**config.mk**
```make
export PLATFORM = sky130hd
export DESIGN_NAME = wir_ctrl
export DESIGN_NICKNAME = d
export VERILOG_FILES = /design/src/rtl/wir_ctrl.sv
export SDC_FILE = /design/constraint.sdc
export NUM_CORES = 1
export LEC_CHECK = 0
export CORE_AREA = 2 2 39 41
export CTS_BUF_LIST = sky130_fd_sc_hd__clkbuf_8
export CTS_CLUSTER_DIAMETER = 60
export CTS_CLUSTER_SIZE = 40
export DETAILED_ROUTE_END_ITERATION = 8
export DIE_AREA = 0 0 41 43
export PLACE_DENSITY = 0.66
export SLEW_MARGIN = 40
export SYNTH_ARGS = -nofsm -noshare
export SYNTH_HDL_FRONTEND = slang
export SYNTH_SLANG_ARGS = --single-unit
export TNS_END_PERCENT = 50
```
**constraint.sdc**
```tcl
create_clock -name clk -period 1.9 [get_ports clk]
set_clock_uncertainty 0.1 [all_clocks]
set_input_delay 0.285 -clock clk [delete_from_list [all_inputs] [get_ports clk]]
set_output_delay 0.285 -clock clk [all_outputs]
set_load 0.1 [all_outputs]
```
**src/rtl/wir_ctrl.sv**
```systemverilog
// Wrapper instruction register controller: serial WIR with shift/update stages,
// instruction decode to boundary-cell controls, a one-bit bypass, and wso steering.
module wir_ctrl #(
  parameter logic [2:0] WIR_CAPTURE = 3'b001
) (
  input  logic       clk,
  input  logic       arst,
  input  logic       wsi,
  input  logic       select_wir,
  input  logic       shift_wr,
  input  logic       capture_wr,
  input  logic       update_wr,
  input  logic       wbr_so,
  output logic       wso,
  output logic       cell_shift,
  output logic       cell_capture,
  output logic       cell_update,
  output logic       cell_mode,
  output logic       cell_safe,
  output logic       cell_io_face,
  output logic [2:0] wir_out,
  output logic       ctl_err
);

  typedef enum logic [2:0] {
    I_BYPASS  = 3'b000,
    I_EXTEST  = 3'b001,
    I_INTEST  = 3'b010,
    I_SAFE    = 3'b011,
    I_PRELOAD = 3'b100,
    I_CLAMP   = 3'b101
  } instr_t;

  logic [2:0] wir_shift;
  logic [2:0] wir_active;
  logic       wby;
  logic       wbr_sel;

  // Only one request acts per cycle: capture beats shift beats update.
  logic cap_win;
  logic shf_win;
  logic upd_win;
  logic multi_req;

  assign cap_win   = capture_wr;
  assign shf_win   = shift_wr & ~capture_wr;
  assign upd_win   = update_wr & ~capture_wr & ~shift_wr;
  assign multi_req = (shift_wr & capture_wr) | (shift_wr & update_wr) |
                     (capture_wr & update_wr);

  // Decode of the active instruction; 110/111 fall into the BYPASS default.
  always_comb begin
    wbr_sel      = 1'b0;
    cell_mode    = 1'b0;
    cell_safe    = 1'b0;
    cell_io_face = 1'b0;
    case (wir_active)
      I_EXTEST: begin
        wbr_sel   = 1'b1;
        cell_mode = 1'b1;
      end
      I_INTEST: begin
        wbr_sel      = 1'b1;
        cell_mode    = 1'b1;
        cell_io_face = 1'b1;
      end
      I_PRELOAD: begin
        wbr_sel = 1'b1;
      end
      I_SAFE: begin
        cell_mode = 1'b1;
        cell_safe = 1'b1;
      end
      I_CLAMP: begin
        cell_mode = 1'b1;
      end
      default: begin
        wbr_sel = 1'b0;
      end
    endcase
  end

  always_comb begin
    cell_shift   = 1'b0;
    cell_capture = 1'b0;
    cell_update  = 1'b0;
    if (!select_wir && wbr_sel) begin
      cell_shift   = shf_win;
      cell_capture = cap_win;
      cell_update  = upd_win;
    end
  end

  always_comb begin
    if (select_wir)   wso = wir_shift[0];
    else if (wbr_sel) wso = wbr_so;
    else              wso = wby;
  end

  assign wir_out = wir_active;

  always_ff @(posedge clk or posedge arst) begin
    if (arst) begin
      wir_shift  <= 3'b000;
      wir_active <= I_BYPASS;
      wby        <= 1'b0;
      ctl_err    <= 1'b0;
    end else begin
      if (multi_req) ctl_err <= 1'b1;
      if (select_wir) begin
        if (cap_win)      wir_shift  <= WIR_CAPTURE;
        else if (shf_win) wir_shift  <= {wsi, wir_shift[2:1]};
        else if (upd_win) wir_active <= wir_shift;
      end else if (!wbr_sel) begin
        if (cap_win)      wby <= 1'b0;
        else if (shf_win) wby <= wsi;
      end
    end
  end

endmodule

```
# After elaboration in Yosys (flattened, before gate mapping)
# Cells that the tools add are included.
# totals
out_inout_bits,11
elab_cells,43
register_bits,8
# op_classes
n_eq_ne,5
n_reduce_logical,8
n_mux,13
bitwise_logic,13
# op_table
op,count
1-bit two-way mux,11
1-bit bitwise AND,6
"3-bit by 2-bit == test with 1-bit output, second input constant",2
"3-bit == test, second input constant",2
3-bit two-way mux,2
1-bit inverter,5
4-bit AND reduction,1
4-bit OR reduction,1
"3-bit by 1-bit == test with 1-bit output, second input constant",1
3-bit AND reduction,1
3-bit OR reduction,1
1-bit bitwise OR,2
2-bit AND reduction,1
2-bit nonzero test,1
1-bit logical AND,1
1-bit zero test,1

# Logic depth before layout (Yosys ltp)
# Gate-level depths: netlist (run 1).
# depth
depth_word,5
depth_mapped,4
depth_no_buf,3

# Worst setup path before layout (run 1)
# Ideal clock, no wire load.
# synth_timing
path_type,register to output
start,reg wir_active[2] (netlist: wir_out[2])
end,out cell_capture
slack_ps,-2267
path_stages_with_launch,4
arrival_ps,3782
required_time_ps,1515
path_cell_list,dfrtp_1 > or3b_1 > o21a_2 > nor3b_1
# synth_between
elab_chain_cells,5
word_cells_on_any_way,7
cone_classes,eq/ne: 3; mux: 2; reduce/logical: 2
# synth_rtl
item,line,text
from (decl),35,logic [2:0] wir_active;
from (signal assigned),113,else if (upd_win) wir_active <= wir_shift;
"3-bit == test, or another cell as far along",57,case (wir_active)
3-bit OR reduction (no line) *,--,
1-bit two-way mux *,57,
1-bit logical AND *,87,if (!select_wir && wbr_sel) begin
1-bit two-way mux *,87,
to (decl),16,"output logic cell_capture,"
# Every way passes the cells marked *; elsewhere a longest branch is shown, timed or not.

# Worst setup path in the final report (run 1)
# layout_timing
start,reg wir_active[0] (netlist: wir_out[0])
end,out wso
# layout_between
elab_chain_cells,5
word_cells_on_any_way,7
cone_classes,eq/ne: 3; mux: 3; reduce/logical: 1
# layout_rtl
item,line,text
"3-bit == test, or another cell as far along",57,
3-bit OR reduction (no line) *,--,
1-bit two-way mux *,57,
1-bit two-way mux *,96,else if (wbr_sel) wso = wbr_so;
1-bit two-way mux *,95,if (select_wir) wso = wir_shift[0];
to (decl),14,"output logic wso,"
# Marked as above.

==> flow_summary.json, run 1 <==
{
  "place_area_um2": 918,
  "wirelength_um": 1190,
  "final_area_um2": 967,
  "ys_warn_count": 0,
  "crit_type": "reg -> out",
  "wire_per_inst_um": 12.6,
  "syn_to_final_growth_pct": 112,
  "clk_path_buf_depth": 2,
  "clock-sinks": 8,
  "slew_violations": 0,
  "synth_area_leaders": "dfrtp_1 (44%), mux2_2 (7.4%), a32o_1 (4.4%)",
  "hold_viol": 0,
  "crit_chain": "or3b_4, buf_4, o2111ai_1, o311ai_4, buf_12",
  "initial_core_util_pct": 32.9,
  "fmax_mhz": 470,
  "period_minus_slack_ns": 2.13,
  "synth_common_cells": "dfrtp_1 (8), inv_1 (4), nand2_1 (4)",
  "final_cells": 94,
  "root_buffer": "clkbuf_8",
  "start_kind": "register",
  "num_rows": 14,
  "violations": "negative setup slack",
  "maxCapViolations": 0,
  "dr_total_vias": 478,
  "gp_congestion": 0.733,
  "final_nets": 87,
  "leakagePower_nw": 0.426,
  "cts_tree": "yes",
  "tns_ns": -0.780,
  "vdd_ir_drop_max_mv": 0.546,
  "layout.core_utilization_pct": 69.9,
  "synth_area_leader_cell": "dfrtp_1",
  "clock_latency_ns": 0.23,
  "ant_nets": 0,
  "rsz0062_at_grt": "true",
  "setup_viol": 4,
  "use_met2_pct": 28.1,
  "antenna_cells": 0,
  "grt_usage_pct": 16.9,
  "met1_usage_pct": 20.4,
  "path_clk_slew_ns": 0.04,
  "met3_usage_pct": 1.57,
  "first_global_vias": 476,
  "place_ws_ns": -0.0229,
  "dieArea_mm2": 0.00176,
  "drive_above_1_share_pct": 53.8,
  "worstPathRequired_ns": 1.51,
  "drtIter0Drc": 8,
  "fin_crit_sh_pct": 112,
  "cp_max_fo": 3,
  "async_reset_ff_share_pct": 100,
  "arrival_ns": 1.74,
  "synth_edf_count": 0,
  "die_h_um": 43,
  "worst_pin_slew_ns": 0.300,
  "core_area_mm2": 0.00138,
  "pin_count": 19,
  "status": "finished, violations left",
  "seq_area_frac_synth_pct": 44.0,
  "drc_errors": 0,
  "grt_remaining_overflow": 0,
  "firstDrtPassIters": 4,
  "top_usage_layer": "met2",
  "synth_area_um2": 455,
  "holdWs_ns": 0.200,
  "synth_top_area_share_pct": 44.0,
  "dp.cells": 90,
  "avgSynthCellArea_um2": 10.1,
  "max-slew-margin-rel_pct": 79.8,
  "synth_cell_types": 23,
  "place_hpwl_um": 1020,
  "power_mw": 1.02,
  "worst_setup_path_end_kind": "output pin",
  "slowest_stage": "dfrtp_4",
  "grt_max_degree": 9,
  "grt_pass1_wl_um": 1990,
  "die_x_um": 41,
  "ys_ff_latch": 8,
  "max_stage_delay_ns": 0.47,
  "numPortBuffers": 18,
  "hp-class": "in -> async",
  "ctsHtreeMaxLevel": 1,
  "synthCells": 45,
  "synth_most_common_cell": "dfrtp_1",
  "syn-num-nets": 53,
  "cts_made_buffers": 3,
  "dominantRegCellSynth": "dfrtp_1",
  "setup_ws_ns": -0.229,
  "powerDensity_mw_per_mm2": 1060,
  "vias_per_cell": 5.09,
  "antenna_found_initial": 0
}
timing repair:
item,in CTS,in global routing
pin swaps,1,0
cloned,0,0
gates resized for setup,1,0
hold buffers,0,0
buffers inserted,0,0
setup endpoints to repair,4,4
cells by family (layout without fill, tap and decap cells):
| kind of cell | after synthesis | in the layout | share of synthesized area [%] |
|---|---|---|---|
| multiplexers | 3 | 3 | 7.42 |
| flip-flops | 8 | 8 | 44.0 |
| AO/OA/AOI/OAI | 12 | 12 | 23.4 |
| AND/OR/NAND/NOR | 16 | 16 | 19.0 |
| buffers and inverters | 5 | 38 | 4.39 |
| XOR/XNOR | 1 | 1 | 1.92 |
flip-flops by register name (all words and copies together) (netlist names):
name / cells
wir_out: 3
wir_shift: 3
ctl_err: 1
wby: 1
worst paths after layout:
path / start / end / slack, ns / cells past startpoint
worst max-delay path: wir_out[0] / wso / -0.23 / 5
worst min-delay path: arst / wir_shift[2] / 0.20 / 2
worst max register to register: wir_out[0] / wby / 0.42 / 4
worst min register to register: wby / wby / 0.40 / 1
max in group asynchronous: arst / wir_out[0] / 1.23 / 2
min in group clk: wby / wby / 0.40 / 1
layout by cell type (no fill, tap or decap), drive strengths merged:
master / netlist / final
and3: 2 / 2
o311ai: 1 / 1
o2111ai: 2 / 2
nand2b: 1 / 1
clkdlybuf4s50: 0 / 7
o22a: 2 / 2
a21oi: 1 / 1
nor2b: 1 / 1
a22o: 1 / 1
o21bai: 1 / 1
or2: 1 / 1
o21a: 1 / 1
clkbuf: 0 / 3
nor2: 3 / 3
mux2: 3 / 3
a32o: 2 / 2
nand2: 4 / 4
o21ai: 1 / 1
xnor2: 1 / 1
or3b: 1 / 1
inv: 4 / 5
dfrtp: 8 / 8
buf: 1 / 23
nor3: 1 / 1
nor3b: 2 / 2
critical path: cells and delay by family (launching register included):
kind                   cells  cell delay (ns)
DFF                        1             0.47
and+or+nand+nor            1             0.40
AOI/OAI and AO/OA          2             0.31
buffers and inverters      2             0.33
power breakdown:
| part | internal [mW] | leakage [nW] | switching, mW | total [mW] |
|---|---|---|---|---|
| Clock | 0.140 | 0.0269 | 0.0690 | 0.209 |
| Sequential | 0.200 | 0.0939 | 0.0154 | 0.215 |
| Combinational | 0.246 | 0.305 | 0.355 | 0.600 |
metal layers:
metal	share of wire, %	vias to the layer above	wire (µm)
li1	-	233	-
met1	40	230	471
met2	55	13	655
met3	3.4	2	40
met4	1.5	0	18
met5	0	-	0
final cells by class:
class                   instances  area [µm²]
clock buffers                   3        41.3
clock inverters                 1        3.75
fillers                       105         417
inverters                       4        15.0
multi-input cells              32         304
flip-flops and latches          8         211
well taps                      16        20.0
repair buffers                 30         372
Power figures use the tool's default switching activity.
==> run 2: changes to the inputs <==
ABC_AREA = 1   (was unset)
PLACE_DENSITY = 0.72   (was 0.66)
clock period = 1.8 ns   (was 1.9 ns; I/O delays follow)
==> run 2 against run 1 <==
Net effect: the run now ends clean; combinational power is 3% lower; clock power is 5% higher; sequential power is 7% higher; critical endpoint unchanged.
==> flow_summary.json, run 2 <==
{
  "status": "complete, no violations",
  "fin_crit_sh_pct": 99.6,
  "tns_ns": 0,
  "vias_per_cell": 4.72,
  "vdd_ir_drop_max_mv": 0.599,
  "gp_congestion": 0.773,
  "setup_viol": 0,
  "maxCapViolations": 0,
  "crit_top_cell": "nand2_4",
  "seq_area_frac_synth_pct": 41.0,
  "grt_remaining_overflow": 0,
  "dominantRegCellSynth": "dfrtp_1",
  "powerDensity_mw_per_mm2": 1020,
  "r2r_start": "wir_out[2]",
  "wire_per_inst_um": 10.7,
  "cts_made_buffers": 3,
  "worst-path-buf-inv": 2,
  "initial_core_util_pct": 35.3,
  "firstDrtPassIters": 4,
  "leakagePower_nw": 0.457,
  "synthCells": 61,
  "worst_setup_path_end_kind": "output pin",
  "antenna_cells": 0,
  "numPortBuffers": 18,
  "ys_warn_count": 0,
  "drive_above_1_share_pct": 52.6,
  "final_nets": 104,
  "die_h_um": 43,
  "grt_pass1_wl_um": 2140,
  "root_buffer": "clkbuf_8",
  "syn_to_final_growth_pct": 108,
  "p_clk_share_pct": 21.3,
  "reg2reg_depth": 8,
  "clock_latency_ns": 0.23,
  "avgSynthCellArea_um2": 8.00,
  "wirelength_um": 1190,
  "cp_max_fo": 4,
  "arrival_ns": 1.42,
  "worstReg2RegEnd": "wby",
  "final_cell_mix": "buf_12 (11), nand2_1 (10), buf_4 (10)",
  "dieArea_mm2": 0.00176,
  "setup_ws_ns": 0.00774,
  "synth_cell_types": 17,
  "async_reset_ff_share_pct": 100,
  "critPathTopFamily": "flip-flops",
  "pin_count": 19,
  "ant_nets": 0,
  "drc_errors": 0,
  "grt_usage_pct": 18.0,
  "r2r_slack_ns": 0.49,
  "layout_commonest_cell": "buf_12",
  "synth_area_um2": 488,
  "grt_max_degree": 9,
  "die_x_um": 41,
  "clock-sinks": 8,
  "slew_violations": 0,
  "synth_area_leader_cell": "dfrtp_1",
  "synth_common_cells": "nand2_1 (12), inv_1 (10), dfrtp_1 (8)",
  "worst_pin_slew_ns": 0.301,
  "synth_area_leaders": "dfrtp_1 (41%), nand2_1 (9.2%), inv_1 (7.7%)",
  "ctsHtreeMaxLevel": 1,
  "max_stage_delay_ns": 0.49,
  "hold_viol": 0,
  "hp-class": "in -> async",
  "worstPathRequired_ns": 1.43,
  "drtIter0Drc": 7,
  "core_area_mm2": 0.00138,
  "cts_tree": "yes",
  "ys_ff_latch": 8,
  "period_minus_slack_ns": 1.79,
  "fmax_mhz": 558,
  "p_sw_uw": 454,
  "p_int_uw": 576,
  "first_global_vias": 527,
  "dr_total_vias": 524,
  "path_depth": 8,
  "p_comb_share_pct": 56.3,
  "path_clk_slew_ns": 0.04,
  "seq_power_share_pct": 22.3,
  "rsz0062_at_grt": "true",
  "slowest_stage": "dfrtp_4",
  "synth_top_area_share_pct": 41.0,
  "place_ws_ns": 0.0339,
  "crit_type": "reg -> out",
  "num_rows": 14,
  "start_kind": "register",
  "antenna_found_initial": 0,
  "sw_frac_of_total_pct": 44.1,
  "synth_edf_count": 0,
  "synth_most_common_cell": "nand2_1",
  "syn-num-nets": 69,
  "max-slew-margin-rel_pct": 79.9,
  "clk_path_buf_depth": 2,
  "fillers": 98,
  "place_hpwl_um": 916,
  "crit_chain": "buf_6, nand2_2, nand2_4, nand2_4, nand2_4, nand3_2, nand3_2, buf_12"
}
[run 2: changes by cell type in the layout (fill, tap and decap cells not counted), sizes merged, moves of 3 or more]
cell / delta
nand4: +3
mux2: -3
nand2: +12
o21ai: +5
inv: +8
nor2: +4
nand3: +6
[run 2: worst max path at each step]
stage	startpoint	slack, ns	endpoint
2_1_floorplan	wir_out[2]	-0.17	cell_capture
3_3_place_gp	capture_wr	0.08	cell_shift
3_5_place_dp	capture_wr	0.03	cell_shift
4_1_cts	wir_out[2]	-0.03	wso
5_1_grt	wir_out[2]	-0.05	cell_update
6_report	wir_out[2]	0.008	wso
[run 2: through the flow]
| step | power, mW | hold WS, ns | instances | utilization [%] | area (µm²) |
|---|---|---|---|---|---|
| global route | 1.07 | 0.237 | 111 | 73.2 | 1010 |
| global placement | 0.755 | 0.363 | 97 | 63.5 | 878 |
| floorplan | 0.585 | -0.0143 | 61 | - | 553 |
| detailed placement | 0.762 | 0.372 | 97 | 63.5 | 878 |
| finish | 1.03 | 0.183 | 111 | 73.2 | 1010 |
| CTS | 1.02 | 0.195 | 110 | 72.2 | 998 |
[run 2: cell type report]
class | instances | area, µm² | share of cell area [%]
repair buffers | 30 | 388 | 38.3
multi-input cells | 41 | 299 | 29.5
flip-flops and latches | 8 | 211 | 20.9
inverters | 12 | 50.0 | 4.94
clock buffers | 3 | 41.3 | 4.07
well taps | 16 | 20.0 | 1.98
clock inverters | 1 | 3.75 | 0.370
[run 2: what timing repair did]
item	in CTS	in global routing
hold buffers	0	0
gates resized for setup	2	2
endpoints found under the setup margin	4	4
hold endpoints to repair	0	0
buffers inserted	9	1
pin swaps	5	1
[run 2: worst register-to-register path, delay by kind of cell (launching register included)]
family | cells | cell delay, ns
buffers and inverters | 2 | 0.23
DFF | 1 | 0.49
and+or+nand+nor | 6 | 0.37
[run 2: cells by family (layout without fill, tap and decap cells)]
group,Yosys count,count (layout),synth area share (%)
compound gates,9,9,9.74
flops,8,8,41.0
buf+inv,12,46,9.74
simple gates,32,32,39.5
[run 2: routing by layer]
metal,routed length [µm],GRT usage [%]
met5,0,0
met1,476,21.4
met3,46,3.14
met2,640,28.7
met4,23,10.0
[run 2: power by group through the flow]
stage	registers, mW	clock network (mW)	logic, mW
final	0.230	0.220	0.580
after global routing	0.233	0.232	0.608
after CTS	0.230	0.220	0.574
after detailed placement	0.240	0	0.522
after global placement	0.239	0	0.516
after floorplan	0.308	0	0.277
